**src/rtl/pipe_hazard_ctrl_if.sv**
```systemverilog
// Hazard-control bundle: ID/EX hazard inputs toward the controller and the
// stall/flush/bubble controls plus status back to the pipeline.
interface pipe_hazard_ctrl_if #(
   parameter int unsigned REGW = 5,
   parameter int unsigned CNTW = 32
);
   logic [REGW-1:0] p_ID_Rs;
   logic [REGW-1:0] p_ID_Rt;
   logic            p_ID_Uses_Rt;
   logic            p_EX_MemRead;
   logic [REGW-1:0] p_EX_Rd;
   logic            p_EX_Branch_Taken;
   logic            p_ID_MDU_Start;
   logic            p_MDU_Done;

   logic            p_PC_Stall;
   logic            p_IF_ID_Stall;
   logic            p_IF_ID_Flush;
   logic            p_ID_EX_Bubble;
   logic [1:0]      p_Ctrl_State;
   logic [CNTW-1:0] p_Stall_Count;

   modport master (
      output p_ID_Rs, p_ID_Rt, p_ID_Uses_Rt, p_EX_MemRead, p_EX_Rd,
             p_EX_Branch_Taken, p_ID_MDU_Start, p_MDU_Done,
      input  p_PC_Stall, p_IF_ID_Stall, p_IF_ID_Flush, p_ID_EX_Bubble,
             p_Ctrl_State, p_Stall_Count
   );

   modport slave (
      input  p_ID_Rs, p_ID_Rt, p_ID_Uses_Rt, p_EX_MemRead, p_EX_Rd,
             p_EX_Branch_Taken, p_ID_MDU_Start, p_MDU_Done,
      output p_PC_Stall, p_IF_ID_Stall, p_IF_ID_Flush, p_ID_EX_Bubble,
             p_Ctrl_State, p_Stall_Count
   );
endinterface

```
**src/rtl/pipe_hazard_ctrl.sv**
```systemverilog
// Pipeline hazard controller: load-use stall, multi-cycle MDU wait and
// taken-branch flush, with a saturating count of stalled cycles.
module pipe_hazard_ctrl #(
   parameter int unsigned REGW = 5,
   parameter int unsigned CNTW = 32
) (
   input  logic               p_clk,
   input  logic               p_reset_l,
   pipe_hazard_ctrl_if.slave  hz
);

   typedef enum logic [1:0] {
      RUN      = 2'd0,
      LU_STALL = 2'd1,
      MDU_WAIT = 2'd2,
      FLUSH    = 2'd3
   } state_e;

   state_e          state_q, state_d;
   logic            flush_q;
   logic [CNTW-1:0] cnt_q, cnt_d;
   logic            load_use;
   logic            stall;

   assign load_use = hz.p_EX_MemRead
                   & (hz.p_EX_Rd != REGW'(0))
                   & ((hz.p_EX_Rd == hz.p_ID_Rs)
                      | (hz.p_ID_Uses_Rt & (hz.p_EX_Rd == hz.p_ID_Rt)));

   // Next state: a taken branch wins over everything, in every state.
   always_comb begin
      state_d = state_q;
      if (hz.p_EX_Branch_Taken) begin
         state_d = FLUSH;
      end else begin
         case (state_q)
            RUN: begin
               if (hz.p_ID_MDU_Start) state_d = MDU_WAIT;
               else if (load_use)     state_d = LU_STALL;
            end
            LU_STALL: state_d = RUN;
            MDU_WAIT: if (hz.p_MDU_Done) state_d = RUN;
            FLUSH:    state_d = RUN;
            default:  state_d = RUN;
         endcase
      end
   end

   // Reset gating keeps the stall outputs low while reset is held.
   assign stall = p_reset_l
                & (((state_q == RUN) & load_use & ~hz.p_EX_Branch_Taken)
                   | (state_q == MDU_WAIT));

   assign cnt_d = (stall && (cnt_q != {CNTW{1'b1}})) ? cnt_q + CNTW'(1) : cnt_q;

   always_ff @(posedge p_clk or negedge p_reset_l) begin
      if (!p_reset_l) begin
         state_q <= RUN;
         flush_q <= 1'b0;
         cnt_q   <= '0;
      end else begin
         state_q <= state_d;
         flush_q <= (state_d == FLUSH);
         cnt_q   <= cnt_d;
      end
   end

   assign hz.p_PC_Stall     = stall;
   assign hz.p_IF_ID_Stall  = stall;
   assign hz.p_IF_ID_Flush  = flush_q;
   assign hz.p_ID_EX_Bubble = stall | (state_q == FLUSH);
   assign hz.p_Ctrl_State   = 2'(state_q);
   assign hz.p_Stall_Count  = cnt_q;

endmodule

```
**src/flat_wrapper.sv**
```systemverilog
// flat-port wrapper written by rule: the top's interface ports become plain ports
module pipe_hazard_ctrl_flat 
#(
   parameter int unsigned REGW = 5,
   parameter int unsigned CNTW = 32
)
  (p_clk, p_reset_l, hz_p_ID_Rs, hz_p_ID_Rt, hz_p_ID_Uses_Rt, hz_p_EX_MemRead, hz_p_EX_Rd, hz_p_EX_Branch_Taken, hz_p_ID_MDU_Start, hz_p_MDU_Done, hz_p_PC_Stall, hz_p_IF_ID_Stall, hz_p_IF_ID_Flush, hz_p_ID_EX_Bubble, hz_p_Ctrl_State, hz_p_Stall_Count);
  pipe_hazard_ctrl_if #(.REGW(REGW), .CNTW(CNTW)) hz_i ();
  input  logic p_clk;
  input  logic p_reset_l;
  input wire logic [$bits(hz_i.p_ID_Rs)-1:0] hz_p_ID_Rs;
  input wire logic [$bits(hz_i.p_ID_Rt)-1:0] hz_p_ID_Rt;
  input wire logic [$bits(hz_i.p_ID_Uses_Rt)-1:0] hz_p_ID_Uses_Rt;
  input wire logic [$bits(hz_i.p_EX_MemRead)-1:0] hz_p_EX_MemRead;
  input wire logic [$bits(hz_i.p_EX_Rd)-1:0] hz_p_EX_Rd;
  input wire logic [$bits(hz_i.p_EX_Branch_Taken)-1:0] hz_p_EX_Branch_Taken;
  input wire logic [$bits(hz_i.p_ID_MDU_Start)-1:0] hz_p_ID_MDU_Start;
  input wire logic [$bits(hz_i.p_MDU_Done)-1:0] hz_p_MDU_Done;
  output wire logic [$bits(hz_i.p_PC_Stall)-1:0] hz_p_PC_Stall;
  output wire logic [$bits(hz_i.p_IF_ID_Stall)-1:0] hz_p_IF_ID_Stall;
  output wire logic [$bits(hz_i.p_IF_ID_Flush)-1:0] hz_p_IF_ID_Flush;
  output wire logic [$bits(hz_i.p_ID_EX_Bubble)-1:0] hz_p_ID_EX_Bubble;
  output wire logic [$bits(hz_i.p_Ctrl_State)-1:0] hz_p_Ctrl_State;
  output wire logic [$bits(hz_i.p_Stall_Count)-1:0] hz_p_Stall_Count;
  assign hz_i.p_ID_Rs = hz_p_ID_Rs;
  assign hz_i.p_ID_Rt = hz_p_ID_Rt;
  assign hz_i.p_ID_Uses_Rt = hz_p_ID_Uses_Rt;
  assign hz_i.p_EX_MemRead = hz_p_EX_MemRead;
  assign hz_i.p_EX_Rd = hz_p_EX_Rd;
  assign hz_i.p_EX_Branch_Taken = hz_p_EX_Branch_Taken;
  assign hz_i.p_ID_MDU_Start = hz_p_ID_MDU_Start;
  assign hz_i.p_MDU_Done = hz_p_MDU_Done;
  assign hz_p_PC_Stall = hz_i.p_PC_Stall;
  assign hz_p_IF_ID_Stall = hz_i.p_IF_ID_Stall;
  assign hz_p_IF_ID_Flush = hz_i.p_IF_ID_Flush;
  assign hz_p_ID_EX_Bubble = hz_i.p_ID_EX_Bubble;
  assign hz_p_Ctrl_State = hz_i.p_Ctrl_State;
  assign hz_p_Stall_Count = hz_i.p_Stall_Count;
  pipe_hazard_ctrl #(.REGW(REGW), .CNTW(CNTW)) u_core (.p_clk(p_clk), .p_reset_l(p_reset_l), .hz(hz_i));
endmodule
```
**config.mk**
```make
export PLATFORM = sky130hd
export DESIGN_NAME = pipe_hazard_ctrl_flat
export DESIGN_NICKNAME = d
export VERILOG_FILES = /design/src/rtl/pipe_hazard_ctrl_if.sv /design/src/rtl/pipe_hazard_ctrl.sv /design/src/flat_wrapper.sv
export SDC_FILE = /design/constraint.sdc
export NUM_CORES = 1
export LEC_CHECK = 0
export ABC_CLOCK_PERIOD_IN_PS = 2950
export CORE_MARGIN = 2
export CORE_UTILIZATION = 47
export CTS_CLUSTER_DIAMETER = 200
export DETAILED_ROUTE_END_ITERATION = 16
export HOLD_SLACK_MARGIN = 0.1
export PLACE_DENSITY = 0.78
export SETUP_SLACK_MARGIN = 0.2
export SLEW_MARGIN = 20
export SYNTH_ARGS = -nofsm -noshare
export SYNTH_HDL_FRONTEND = slang
export SYNTH_SLANG_ARGS = --single-unit
```
**constraint.sdc**
```tcl
create_clock -name p_clk -period 2.95 [get_ports p_clk]
set_clock_uncertainty 0.2 [all_clocks]
set_input_delay 0.59 -clock p_clk [delete_from_list [all_inputs] [get_ports p_clk]]
set_output_delay 0.59 -clock p_clk [all_outputs]
set_load 0.01 [all_outputs]
```
==> flow_summary.ini, run 1 <==
[power]
p_per_area_nw_per_um2 = 407
peakVddDrop_mv = 0.311
p_leak_nw = 1.27

[timing]
holdWs_ns = 0.294
min_period_over_period_pct = 91.9
setup_viol = 0
worst_pin_slew_ns = 0.454
hold_viol = 0
slew_violations = 0
period_needed_ns = 2.71
slew_headroom_pct = 69.5
fmax_ghz = 0.369
setup_tns_ns = 0
rsz0062_at_grt = yes

[grt]
grt_util_all_layers_pct = 19.0
grt_antenna_before_repair = 0
grt_pass1_vias = 1662
grt_pass1_wl_mm = 7.51
grt_start_max_net_pins = 36
grt_overflow = 0

[clocking]
cts_tree = done
clock_latency_ns = 0.29
cts_buffer_depth = 2
clk_pin_slew_ns = 0.07
htreeDepth = 2
clockRootBuffer = clkbuf_8
cts_made_buffers = 5
clock_sinks = 35

[cells_and_area]
design_area_sq_um = 2850
seq_area_sq_um = 876
drive_gt1_share_pct = 21.5
diodes = 0
fin_cells = 311
fillers = 314
fin_nets = 283
multi_input_area_sq_um = 1100
syn_to_final_growth_pct = 40.9

[route]
dr_wl_met2_mm = 2.19
drt-initial-drc-count = 77
wl_met3_um = 282
vias = 1654
detail-route-antenna-nets = 0
routed.top_layer = met4
drt-met1-wl_mm = 1.90
wl_per_cell_um = 14.2
viasPerCell = 5.32
finalWirelength_mm = 4.41
firstDrtPassIters = 4
remaining_drc_errors = 0

[synthesis]
synth_area_leaders = dfrtp_1, xor2_1, nor3_1
syn_nets = 209
synth_top_area_share_pct = 43.3
yosys.area.top_type = dfrtp_1
ys_types = 41
yosysWarnings = 0
avgSynthCellArea_sq_um = 10.9
ys_seq_area_share_pct = 43.3
syn-instance-count = 186
synth_area_sq_um = 2020
ys_ff_latch = 35

[setup_path]
crit_buf_inv = 3
required_ns = 2.16
crit_family = compound AO/OA/AOI/OAI gates
end_kind = output port
max_stage_delay_ns = 0.32
critPathMaxFanout = 4
r2r-start = u_core.hz.p_Stall_Count[0]
crit_arrival_ns = 1.92
worst_r2r_endpoint = u_core.hz.p_Stall_Count[2]
r2r_cells = 8
criticalPathCategory = input pin to output port
startpoint_type = input pin
cp_cell_sequence = clkdlybuf4s15_1 -> xor2_1 -> nor4_2 -> a32oi_2 -> o21a_1 -> inv_2 -> buf_6
cp_slowest_cell = nor4_2
rrSetupSlack_ns = 0.49

[hold_path]
min_to = u_core.hz.p_Stall_Count[26]
hold_depth = 1
hold_start = u_core.hz.p_Stall_Count[26]
holdCritPathClass = flop to flop

[die]
num_rows = 23
start_util_pct = 49.9
die_h_um = 69.6
core_sq_um = 4060
dieArea_sq_um = 4850
die_x_um = 69.6
boundaryPins = 60

[flow_run]
drv_cap = 0

[placement]
dp_hpwl_mm = 3.22
gp_congestion = 0.820
numPortBuffers = 59
place_area_sq_um = 2730
dp_cells = 301

[status]
status = completed
==> stage by stage <==
step	setup WS, ns	power (mW)	util, %
floorplan	0.256	0.675	-
global placement	-0.515	0.824	67.3
detailed placement	-0.564	0.829	67.3
CTS	0.203	1.17	68.7
global route	0.155	1.22	70.3
finish	0.240	1.16	70.3
==> final cells by class <==
type	instances	area share, %
Clock inverter	1	0.176
Tap cell	50	2.19
Sequential cell	35	30.7
Clock buffer	7	2.68
Timing Repair Buffer	74	24.8
Inverter	7	0.921
Multi-Input combinational cell	137	38.5
==> cells in the final DEF (no fill, tap or decap), types with 3 or more instances in the layout <==
master	Yosys	final
clkdlybuf4s50_1	0	39
dfrtp_1	35	35
xor2_1	31	30
nand2_1	18	18
nor3_1	16	15
buf_4	2	12
xnor2_1	9	9
nand4_1	8	8
nor4_2	6	7
inv_1	7	6
dlygate4sd2_1	0	6
nor2_1	5	5
nand3_1	5	5
clkbuf_8	0	5
dlymetal6s2s_1	0	4
buf_2	1	4
buf_6	3	4
nor4_4	3	3
or3_1	3	3
==> worst max path at each step <==
stage                       start                end  slack (ns)  cells after the start
floorplan           hz_p_EX_Rd[0]      hz_p_PC_Stall        0.26                      7
global placement    hz_p_EX_Rd[2]   hz_p_IF_ID_Stall       -0.51                      7
detailed placement  hz_p_EX_Rd[3]      hz_p_PC_Stall       -0.56                      8
CTS                 hz_p_ID_Rs[0]  hz_p_ID_EX_Bubble        0.20                      7
global route        hz_p_ID_Rt[2]      hz_p_PC_Stall        0.15                      7
finish              hz_p_ID_Rt[2]      hz_p_PC_Stall        0.24                      7
==> logic make-up after synthesis <==
kind of cell    after synthesis  synth area share (%)
compound gates                8                  2.72
xor+xnor                     40                  17.3
fa+ha+maj                     1                 0.618
buf+inv                      14                  4.14
flops                        35                  43.3
mux                           2                  1.11
simple gates                 86                  30.8
==> layer usage <==
metal	vias to the layer above	global-route usage [%]
met5	-	0
met4	0	4.91
met3	5	5.81
met2	52	31.4
met1	797	24.3
li1	800	-
==> power breakdown <==
group	total, mW	switching (mW)	internal, mW
registers	0.567	0.0518	0.516
logic	0.256	0.119	0.137
clock network	0.337	0.172	0.166
total	1.16	0.342	0.819
==> worst register-to-register path: stages (launching register included) <==
cell,delay [ns]
dfrtp_1,0.42
ha_1,0.20
nand4_1,0.17
nor4b_4,0.36
nand4_2,0.29
nor2_4,0.27
buf_4,0.19
nor3b_1,0.07
xor2_1,0.16
==> state kept, by name, indices dropped and copies added (netlist names) <==
name                     cells
u_core.hz.p_Stall_Count     32
u_core.hz.p_Ctrl_State       2
u_core.hz.p_IF_ID_Flush      1
==> Yosys cell counts, drive strengths merged <==
| cell | instances |
|---|---|
| o21ai | 2 |
| or4 | 2 |
| nand4 | 10 |
| or3 | 3 |
| o21bai | 2 |
| o21a | 1 |
| or4b | 1 |
| clkbuf | 1 |
| ha | 1 |
| and4 | 1 |
| nor2 | 6 |
| a21oi | 1 |
| mux2 | 2 |
| and2 | 1 |
| or2 | 1 |
| o2111ai | 1 |
| dfrtp | 35 |
| xor2 | 31 |
| nand3b | 1 |
| nand2 | 19 |
| nor3 | 17 |
| inv | 7 |
| a32oi | 1 |
| and3 | 2 |
| nor4 | 11 |
| nand3 | 5 |
| nor4b | 4 |
| xnor2 | 9 |
| nor3b | 2 |
| buf | 6 |
==> repair_timing <==
action                     in CTS  in global routing
setup endpoints to repair      15                  7
resized for setup              43                 16
setup buffers                   0                  2
pin swaps                       9                 13
hold buffers                    0                  0
No activity file was read; power rests on OpenSTA's default activity.
==> run 2: changes to the inputs <==
Settings changed: ABC_CLOCK_PERIOD_IN_PS 2950 to 3100, PLACE_DENSITY 0.78 to 0.91, SLEW_MARGIN 20 to 10.
Clock period 2.95 ns to 3.1 ns, I/O delays scaled along.
==> flow_summary.ini, run 2 (same netlist as run 1, synthesis figures left out) <==
[grt]
grt_pass1_vias = 1613
grt_pass1_wl_mm = 7.52
grt_start_max_net_pins = 36
grt_util_all_layers_pct = 19.1
grt_overflow = 0
grt_antenna_before_repair = 0

[cells_and_area]
post-route-util_pct = 68.8
largest_reg_flops = 32
drive_gt1_share_pct = 16.8
diodes = 0
fin_nets = 278
final_common_cell = clkdlybuf4s50_1
most-common-layout-cells = clkdlybuf4s50_1, dfrtp_1, xor2_1
syn_to_final_growth_pct = 38.0

[route]
detail-route-antenna-nets = 0
firstDrtPassIters = 4
vias = 1644
remaining_drc_errors = 0
drt-initial-drc-count = 104
finalWirelength_mm = 4.46
wl_per_cell_um = 14.6
viasPerCell = 5.37

[clocking]
clock_sinks = 35
htreeDepth = 2
clock_latency_ns = 0.29
cts_tree = done
cts_made_buffers = 5
cts_buffer_depth = 2
clk_pin_slew_ns = 0.06
clockRootBuffer = clkbuf_8
post_cts_buffers = 0

[power]
peakVddDrop_mv = 0.520
p_leak_nw = 1.24
p_per_area_nw_per_um2 = 391
total_power_mw = 1.09

[setup_path]
rrSetupSlack_ns = 0.48
max_stage_delay_ns = 0.48
cp_slowest_cell = or4b_1
startpoint_type = input pin
crit_arrival_ns = 1.98
worst_r2r_endpoint = u_core.hz.p_Stall_Count[20]
criticalPathCategory = input pin to output port
end_kind = output port
r2r-start = u_core.hz.p_Stall_Count[0]
cp_cell_sequence = clkdlybuf4s50_1 -> or4b_1 -> o21a_1 -> inv_2 -> buf_6
required_ns = 2.28
r2r_cells = 8
critPathMaxFanout = 4

[die]
boundaryPins = 60
start_util_pct = 49.9
core_sq_um = 4060
num_rows = 23
die_x_um = 69.6
die_h_um = 69.6
dieArea_sq_um = 4850

[timing]
slew_headroom_pct = 50.7
rsz0062_at_grt = no
setup_tns_ns = 0
hold_viol = 0
worst_pin_slew_ns = 0.734
slew_violations = 0
final.setup.worst_slack_ns = 0.297
period_needed_ns = 2.80
fmax_ghz = 0.357
setup_viol = 0
min_period_over_period_pct = 90.4

[status]
status = completed

[hold_path]
hold_depth = 1
min_to = u_core.hz.p_Stall_Count[19]
hold_start = u_core.hz.p_Stall_Count[19]
holdCritPathClass = flop to flop

[placement]
pre_cts_ws_ns = -0.433
numPortBuffers = 59
dp_hpwl_mm = 3.31
gp_congestion = 0.766

[flow_run]
drv_cap = 0
run 2: cell count changes in the layout (fill, tap and decap cells not counted), moves of 2 or more:
cell / previous run / this run
buf_2: 4 / 1
buf_4: 12 / 10
buf_6: 4 / 2
clkdlybuf4s50_1: 39 / 45
dlygate4sd2_1: 6 / 2
run 2: layout make-up:
class | instances | area (sq um)
Fill cell | 317 | 1270
Multi-Input combinational cell | 137 | 1080
Sequential cell | 35 | 876
Timing Repair Buffer | 69 | 668
Clock buffer | 7 | 76.3
Tap cell | 50 | 62.6
Inverter | 7 | 26.3
Clock inverter | 1 | 5.00
run 2: critical path: cells and delay by family:
family                 cells  cell delay, ns
AO/OA/AOI/OAI              1            0.23
AND/OR/NAND/NOR            1            0.48
buffers and inverters      3            0.66
run 2: worst max path at each step:
stage	slack (ns)	cells past startpoint	endpoint	startpoint
after detailed placement	-0.43	7	hz_p_PC_Stall	hz_p_EX_Rd[4]
after floorplan	0.35	7	hz_p_PC_Stall	hz_p_EX_Rd[0]
final	0.30	5	hz_p_IF_ID_Stall	hz_p_EX_Branch_Taken
after global routing	0.21	7	hz_p_ID_EX_Bubble	hz_p_EX_Rd[2]
after global placement	-0.39	7	hz_p_PC_Stall	hz_p_EX_Rd[2]
after CTS	0.20	7	hz_p_ID_EX_Bubble	hz_p_EX_Rd[3]
run 2: metrics by stage:
stage,std cells,hold WS [ns],cell area (sq um)
3_5_place_dp,298,0.289,2690
3_3_place_gp,298,0.278,2690
2_1_floorplan,186,0.124,2020
4_1_cts,306,0.304,2770
6_report,306,0.300,2790
5_1_grt,306,0.322,2790
run 2: what timing repair did:
action	4_1_cts	5_1_grt
endpoints found under the setup margin	5	4
pin swaps	7	9
gates resized for setup	22	11
hold buffers	0	0
cloned	0	0
run 2: metal layers:
| layer | up-vias | share of wire (%) | GRT usage, % |
|---|---|---|---|
| li1 | 791 | - | - |
| met1 | 788 | 43 | 24.4 |
| met2 | 60 | 50 | 32.7 |
| met3 | 5 | 5.5 | 4.07 |
| met4 | 0 | 1.2 | 5.34 |
| met5 | - | 0 | 0 |
run 2: where the power goes:
group / leakage [nW] / switching [mW] / internal, mW / total, mW
sequential: 0.447 / 0.0526 / 0.491 / 0.543
clock: 0.0422 / 0.156 / 0.157 / 0.313
combinational: 0.749 / 0.107 / 0.129 / 0.236
total: 1.24 / 0.316 / 0.777 / 1.09
==> run 3: changes to the inputs <==
Settings changed: CORE_UTILIZATION 47 to 33, PLACE_DENSITY 0.91 to 0.7.
==> flow_summary.ini, run 3 (same netlist as run 1, synthesis figures left out) <==
[timing]
slew_violations = 0
period_needed_ns = 2.84
fmax_ghz = 0.352
worst_pin_slew_ns = 0.663
slew_headroom_pct = 55.5
setup_tns_ns = 0
min_period_over_period_pct = 91.7
hold_viol = 0
setup_viol = 0
rsz0062_at_grt = no

[die]
core_sq_um = 5920
num_rows = 28
start_util_pct = 34.2
boundaryPins = 60
dieArea_sq_um = 6770
die_h_um = 82.3
die_x_um = 82.3

[clocking]
clock_sinks = 35
cts_made_buffers = 5
clockRootBuffer = clkbuf_8
cts_buffer_depth = 2
clk_pin_slew_ns = 0.07
clock_latency_ns = 0.28
htreeDepth = 2
cts_tree = done

[setup_path]
required_ns = 2.28
end_kind = output port
crit_arrival_ns = 2.02
critPathMaxFanout = 3
criticalPathCategory = input pin to output port
startpoint_type = input pin

[cells_and_area]
fin_nets = 280
multi_input_area_sq_um = 1100
syn_to_final_growth_pct = 41.7
final_common_cell = clkdlybuf4s50_1
seq_area_sq_um = 876
largest_reg_flops = 32
fin_cells = 332
most-common-layout-cells = clkdlybuf4s50_1, dfrtp_1, xor2_1
design_area_sq_um = 2870
fillers = 585
drive_gt1_share_pct = 19.8
diodes = 0

[power]
pwr-share-comb_pct = 21.5
p_seq_share_pct = 48.5
internal-power_uw = 797
p_per_area_nw_per_um2 = 387
netSwitchingPower_uw = 312
p_clk_share_pct = 29.9
p_leak_nw = 1.26
swShare_pct = 28.1
peakVddDrop_mv = 0.218

[grt]
grt_pass1_wl_mm = 7.58
grt_pass1_vias = 1620
grt_antenna_before_repair = 0
grt_util_all_layers_pct = 14.4
grt_start_max_net_pins = 36
grt_overflow = 0

[route]
detail-route-antenna-nets = 0
drt-initial-drc-count = 69
wl_per_cell_um = 13.8
finalWirelength_mm = 4.57
vias = 1647
viasPerCell = 4.96
firstDrtPassIters = 4
remaining_drc_errors = 0

[placement]
dp_hpwl_mm = 3.35
numPortBuffers = 59
gp_congestion = 0.832
dp_cells = 323
place_area_sq_um = 2730

[flow_run]
drv_cap = 0

[hold_path]
holdCritPathClass = flop to flop

[status]
status = completed
[run 3: final cells by class]
cell class	count	area share, %
Inverter	7	0.916
Clock inverter	1	0.175
Timing Repair Buffer	71	24.0
Sequential cell	35	30.5
Clock buffer	6	2.88
Tap cell	75	3.27
Multi-Input combinational cell	137	38.3
[run 3: layer usage]
metal	routed length [um]	vias to the layer above	track usage [%]	share of wire, %
li1	-	793	-	-
met1	1950	798	18.0	43
met2	2280	49	24.5	50
met3	279	7	4.57	6.1
met4	51	0	2.50	1.1
met5	0	-	0	0
[run 3: critical path: stages]
cell and delay [ns]:
clkdlybuf4s15_1 0.21, buf_6 0.14, xor2_1 0.15, nor4_2 0.29
a32oi_2 0.16, o21a_1 0.25, nand2_1 0.07, buf_2 0.12
[run 3: stage by stage]
stage          hold slack, ns  power, mW  util [%]  setup slack, ns
2_1_floorplan           0.124      0.642         -            0.346
3_5_place_dp            0.285      0.785      46.0           -0.418
6_report                0.291       1.11      48.4            0.256
3_3_place_gp            0.281      0.779      46.0           -0.408
5_1_grt                 0.304       1.18      48.4            0.153
4_1_cts                 0.295       1.12      47.3            0.202
[run 3: power groups by stage]
stage | Sequential, mW | Clock (mW) | Combinational [mW]
after global placement | 0.547 | 0 | 0.232
after CTS | 0.540 | 0.344 | 0.234
final | 0.538 | 0.332 | 0.239
after detailed placement | 0.548 | 0 | 0.237
after global routing | 0.547 | 0.371 | 0.265
after floorplan | 0.555 | 0 | 0.0872
[run 3: final timing paths]
| kind | endpoint | slack, ns | depth (start not counted) | startpoint |
|---|---|---|---|---|
| hold / removal | u_core.hz.p_Stall_Count[19] | 0.29 | 1 | u_core.hz.p_Stall_Count[19] |
| min in group asynchronous | u_core.hz.p_Stall_Count[10] | 0.75 | 3 | p_reset_l |
| setup reg to reg | u_core.hz.p_Stall_Count[20] | 0.41 | 8 | u_core.hz.p_Stall_Count[0] |
| setup / recovery | hz_p_ID_EX_Bubble | 0.26 | 8 | hz_p_EX_Rd[0] |
| hold reg to reg | u_core.hz.p_Stall_Count[19] | 0.29 | 1 | u_core.hz.p_Stall_Count[19] |
| max in group asynchronous | u_core.hz.p_Stall_Count[13] | 1.64 | 3 | p_reset_l |
[run 3: what timing repair did]
action                     CTS  global route
pin swaps                    5             7
setup buffers                1             1
gates cloned                 0             0
hold buffers                 0             0
setup endpoints to repair    5             5
gates resized for setup     18            20
